[src/rtl/rgb_sram_writer.sv]
// Packs a stream of 24-bit RGB pixels into SRAM, two pixels per three 16-bit words,
// in the same layout the VGA reader expects.
`timescale 1ns/1ps
module rgb_sram_writer #(
  parameter int NUM_PIXELS = 76800
) (
  input  logic        Clock,
  input  logic        Resetn,
  input  logic        Start,
  input  logic [17:0] SRAM_base_address,
  input  logic        pixel_valid,
  output logic        pixel_ready,
  input  logic [7:0]  pixel_R,
  input  logic [7:0]  pixel_G,
  input  logic [7:0]  pixel_B,
  output logic [17:0] SRAM_address,
  output logic [15:0] SRAM_write_data,
  output logic        SRAM_we_n,
  output logic        Busy,
  output logic        Done
);

  localparam int NUM_PAIRS = NUM_PIXELS / 2;
  localparam int CW        = $clog2(NUM_PAIRS + 1);

  typedef enum logic [1:0] {S_IDLE, S_EVEN, S_ODD, S_FLUSH} state_t;

  state_t      state, state_n;
  logic [17:0] wr_ptr, wr_ptr_n;
  logic [CW-1:0] pair_cnt, pair_cnt_n, pair_cnt_inc;
  logic [7:0]  hold_b0, hold_b0_n;
  logic [7:0]  hold_g1, hold_g1_n;
  logic [7:0]  hold_b1, hold_b1_n;
  logic [17:0] address_n;
  logic [15:0] write_data_n;
  logic        we_n_n, busy_n, done_n;
  logic        transfer;

  assign pixel_ready  = (state == S_EVEN) || (state == S_ODD);
  assign transfer     = pixel_valid && pixel_ready;
  assign pair_cnt_inc = pair_cnt + 1'b1;

  always_comb begin
    // NOTE: every variable gets a default before the case so no path can infer a latch.
    state_n      = state;
    wr_ptr_n     = wr_ptr;
    pair_cnt_n   = pair_cnt;
    hold_b0_n    = hold_b0;
    hold_g1_n    = hold_g1;
    hold_b1_n    = hold_b1;
    address_n    = SRAM_address;
    write_data_n = SRAM_write_data;
    we_n_n       = 1'b1;
    busy_n       = Busy;
    done_n       = 1'b0;

    unique case (state)
      S_IDLE: begin
        if (Start) begin
          wr_ptr_n   = SRAM_base_address;
          pair_cnt_n = '0;
          busy_n     = 1'b1;
          state_n    = S_EVEN;
        end
      end
      S_EVEN: begin
        if (transfer) begin
          address_n    = wr_ptr;
          write_data_n = {pixel_R, pixel_G};
          we_n_n       = 1'b0;
          wr_ptr_n     = wr_ptr + 18'd1;
          hold_b0_n    = pixel_B;
          state_n      = S_ODD;
        end
      end
      S_ODD: begin
        // B0 waits in hold_b0 for as long as the odd pixel takes to arrive.
        if (transfer) begin
          address_n    = wr_ptr;
          write_data_n = {hold_b0, pixel_R};
          we_n_n       = 1'b0;
          wr_ptr_n     = wr_ptr + 18'd1;
          hold_g1_n    = pixel_G;
          hold_b1_n    = pixel_B;
          state_n      = S_FLUSH;
        end
      end
      S_FLUSH: begin
        address_n    = wr_ptr;
        write_data_n = {hold_g1, hold_b1};
        we_n_n       = 1'b0;
        wr_ptr_n     = wr_ptr + 18'd1;
        pair_cnt_n   = pair_cnt_inc;
        if (pair_cnt_inc == CW'(NUM_PAIRS)) begin
          done_n  = 1'b1;
          busy_n  = 1'b0;
          state_n = S_IDLE;
        end else begin
          state_n = S_EVEN;
        end
      end
      default: state_n = S_IDLE;
    endcase
  end

  // NOTE: sequential state uses non-blocking assignments so all registers update together.
  always_ff @(posedge Clock or negedge Resetn) begin
    if (!Resetn) begin
      state           <= S_IDLE;
      wr_ptr          <= '0;
      pair_cnt        <= '0;
      hold_b0         <= '0;
      hold_g1         <= '0;
      hold_b1         <= '0;
      SRAM_address    <= '0;
      SRAM_write_data <= '0;
      SRAM_we_n       <= 1'b1;
      Busy            <= 1'b0;
      Done            <= 1'b0;
    end else begin
      state           <= state_n;
      wr_ptr          <= wr_ptr_n;
      pair_cnt        <= pair_cnt_n;
      hold_b0         <= hold_b0_n;
      hold_g1         <= hold_g1_n;
      hold_b1         <= hold_b1_n;
      SRAM_address    <= address_n;
      SRAM_write_data <= write_data_n;
      SRAM_we_n       <= we_n_n;
      Busy            <= busy_n;
      Done            <= done_n;
    end
  end

endmodule

[config.mk]
export PLATFORM = sky130hd
export DESIGN_NAME = rgb_sram_writer
export DESIGN_NICKNAME = d
export VERILOG_FILES = /design/src/rtl/rgb_sram_writer.sv
export SDC_FILE = /design/constraint.sdc
export NUM_CORES = 1
export LEC_CHECK = 0
export CORE_AREA = 2 2 99 101
export DETAILED_ROUTE_END_ITERATION = 7
export DIE_AREA = 0 0 101 103
export HOLD_SLACK_MARGIN = 0.15
export PLACE_DENSITY = 0.83
export SLEW_MARGIN = 25
export SYNTH_ARGS = -nofsm -noshare
export SYNTH_HDL_FRONTEND = slang
export SYNTH_SLANG_ARGS = --single-unit
[constraint.sdc]
create_clock -name Clock -period 2.7 [get_ports Clock]
set_input_delay 0.27 -clock Clock [delete_from_list [all_inputs] [get_ports Clock]]
set_output_delay 0.27 -clock Clock [all_outputs]
set_load 0.02 [all_outputs]
==> metrics.md <==
| Metric | Value |
|---|---|
| Area grow syn2layout | 25.25% |
| Combinational share of power | approximately half |
| GRT Total Usage | about 22% |
| Remaining antenna violation count | 0 |
| RSZ-0062 raised after global routing | false |
| Root Buffer | clkbuf_8 |
| Reg clk slew, reported paths | around 90 ps |
| Syn Std Cell Area | between 4000 and 5000 um^2 |
| TritonCTS Buffers | 9 |
| Synth top area share | ~50% |
| Worst-Margin Slew | 719.8 ps |
| WS Path Type | reg -> reg |
| Total gr overflow | 0 |
| Final Slew Violations | 0 |
| Post-route minimum period | 2510 ps |
| Initial DRC count | 215 |
| Commonest non-fill, non-tap cells in the layout | dfrtp_1, clkdlybuf4s50_1, nand2_1 |
| DRC viols | 0 |
| Clk buf depth | 2 |
| Final setup violation count | 0 |
| Starting density of the core | 50.91% |
| Sw Ratio | between 30% and 40% |
| Syn Inst Count | 481 |
| Status | finished clean |
| Fraction of layout cells with a size suffix above 1 | 14.72% |
| Die width | 101 um |
| Crit. Startpoint | pair_cnt[1]$_DFFE_PN0P_ |
| IO Count | 84 |
| CP endpoint kind | flip-flop |
| Share of async-settable or async-resettable flops after synthesis | 100.0% |
| Post-synth EDFFs | 0 |
| Post-Route WL | 11070 um |
| Netlist cell types | 52 |
| Rel. slew slack | approximately 52% |
| Leakage power total | 0.002512 uW |
| Vias post-DR | between 4k and 5k |
| RR Startpoint | pair_cnt[1]$_DFFE_PN0P_ |
| Worst slack at placement | approximately 59 ps |
| Worst Slack Setup Final | about 190 ps |
| Cell taking the most area after synthesis | dfrtp_1 |
| Setup TNS | 0 ps |
| Critical-path maximum fanout | 8 |
| H-tree levels | 3 |
| Clock power frac | about 15% |
| Number of cell rows | 36 |
| Hold crit path type | in -> async |
| Maxcap violations | 0 |
| Syn. warnings | 0 |
| Nets | between 600 and 700 |
| Port Buf Inserts | just over 80 |
| Placer Congestion | approximately 0.94 |
| Vias in the first global route | 3798 |
| Die area | ~10000 um^2 |
| Fillers | around 740 |
| Initial antenna violation count | 0 |
| Yosys reg bits | 97 |
| Final hold violation count | 0 |
| Diode count | 0 |
| Die height | between 100 and 150 um |
| TritonCTS clock tree | done |
| Seq/Total Area, Yosys | about half |
| Syn avg cell area | roughly 10 um^2 |
| CP max stage delay | roughly 540 ps |
| CP arrival | roughly 2800 ps |
| Clk Latency, worst-skew pair | between 300 and 400 ps |
| Core area | ~9500 um^2 |
| Internal power | 4290 uW |
| DP HPWL | between 7000 and 8000 um |
| Post-CTS setup buffer count | 0 |
| Clk sinks | 97 |
| Sequence of cells on the critical path | ha_2, and4_1, mux2_1, o221ai_1, nand2_1, or4b_4, a31o_1 |
| Peak supply drop | ~730 uV |
| Top post-synthesis cells by area | dfrtp_1, mux2_2, o21ai_0 |
| Worst Clk Skew | 9.318 ps |
| TritonRoute pass-1 iters | 5 |
| Syn nets | ~530 |
| Drt wl/cell | around 16 um |
| Vias per cell | ~5.9 |
| Most common cell after layout, fill and taps aside | dfrtp_1 |
| Max Fclk | ~0.40 GHz |
| Power per Cell Area | 1185 nW/um^2 |
| Slowest CP cell | or4b_4 |
| Largest net degree at the start of global routing | 65 |
| Psw | roughly 2900 uW |
| Final worst-path cycle share | between 90 and 100% |
| Flop pwr share | 35.6% |
| R2R setup slack | 190 ps |
| First-pass GRT wire length | 17910 um |
| Predominant post-synthesis flop cell | dfrtp_1 |
| Required time worst endpoint | just under 3000 ps |
| Critical path launch point type | flip-flop |
==> cell usage after synthesis, drive strengths merged (3+ instances only) <==
cell    count
dfrtp      96
nand2      56
nor2       48
o21ai      45
mux2       42
clkbuf     22
a22oi      21
a21oi      20
a31oi      16
nand3      13
inv        10
o31ai       8
and3        7
ha          7
nand4       7
o22ai       7
buf         6
mux2i       6
nor3        5
nor4        5
a22o        3
xor2        3
==> final cells by class <==
type	instances	area, um^2	area share [%]
Clock buffer	10	137.6	2.282
Clock inverter	6	88.84	1.473
Inverter	10	37.54	0.6223
Multi-Input combinational cell	346	2263	37.52
Sequential cell	97	2429	40.26
Tap cell	114	142.6	2.365
Timing Repair Buffer	95	933.4	15.47
==> critical path: cells and delay by family (launching register included) <==
family,cells,cell delay (ps)
DFF,1,450
adders and majority gates,1,320
AOI/OAI and AO/OA,2,410
muxes,1,340
and+or+nand+nor,3,890
==> power by group through the flow <==
stage          logic (uW)  clock network, uW  registers [uW]
6_report             3540               1060            2550
5_1_grt              3880               1130            2620
4_1_cts              3540               1070            2540
3_5_place_dp         3520                  0            2560
3_3_place_gp         3390                  0            2530
2_1_floorplan        2000                  0            2780
==> metal layers <==
layer  up-vias  wire length, um  global-route usage [%]
li1       1895                -                       -
met4         0              195                   8.004
met2       151             5555                   36.62
met5         -                0                       0
met1      1951             4628                   27.18
met3        20              692                   5.424
==> timing repair <==
item,in CTS,in global routing
hold endpoints to repair,32,0
gates resized for setup,0,3
endpoints found under the setup margin,0,2
hold buffers,1,0
==> path summary, 6_finish.rpt <==
kind	to	cells past startpoint
worst min-delay path	SRAM_address[1]$_DFFE_PN0P_	2
max in group asynchronous	hold_b0[6]$_DFFE_PN0P_	3
worst min register to register	SRAM_address[6]$_DFFE_PN0P_	2
worst max-delay path	state[0]$_DFFE_PN0P_	7
min in group Clock	SRAM_write_data[2]$_DFFE_PN0P_	3
worst max register to register	state[0]$_DFFE_PN0P_	7
==> cell families (layout without fill, tap and decap cells) <==
| group | after synthesis | after routing | synth area share (%) |
|---|---|---|---|
| AND/OR/NAND/NOR | 151 | 151 | 15.20 |
| flip-flops | 97 | 97 | 50.43 |
| XOR/XNOR | 5 | 5 | 0.9095 |
| adder cells (fa/ha/maj) | 7 | 7 | 1.819 |
| multiplexers | 48 | 48 | 11.07 |
| AO/OA/AOI/OAI | 135 | 135 | 17.43 |
| buffers and inverters | 38 | 121 | 3.144 |
==> sequential cells by signal, summed over array words and instances (netlist names) <==
| name | flops |
|---|---|
| Busy | 1 |
| Done | 1 |
| SRAM_address | 18 |
| SRAM_we_n | 1 |
| SRAM_write_data | 16 |
| hold_b0 | 8 |
| hold_b1 | 8 |
| hold_g1 | 8 |
| pair_cnt | 16 |
| state | 2 |
| wr_ptr | 18 |
==> per-stage QoR <==
stage          total power [uW]  cell area, um^2  cells  hold slack (ps)  util (%)
2_1_floorplan              4779             4816    481           -25.59         -
3_3_place_gp               5924             5774    661            246.6     61.05
3_5_place_dp               6086             5774    661            248.6     61.05
4_1_cts                    7152             6011    678            400.8     63.54
5_1_grt                    7636             6032    678            424.6     63.77
6_report                   7146             6032    678            386.1     63.77
Power figures use the tool's default switching activity.
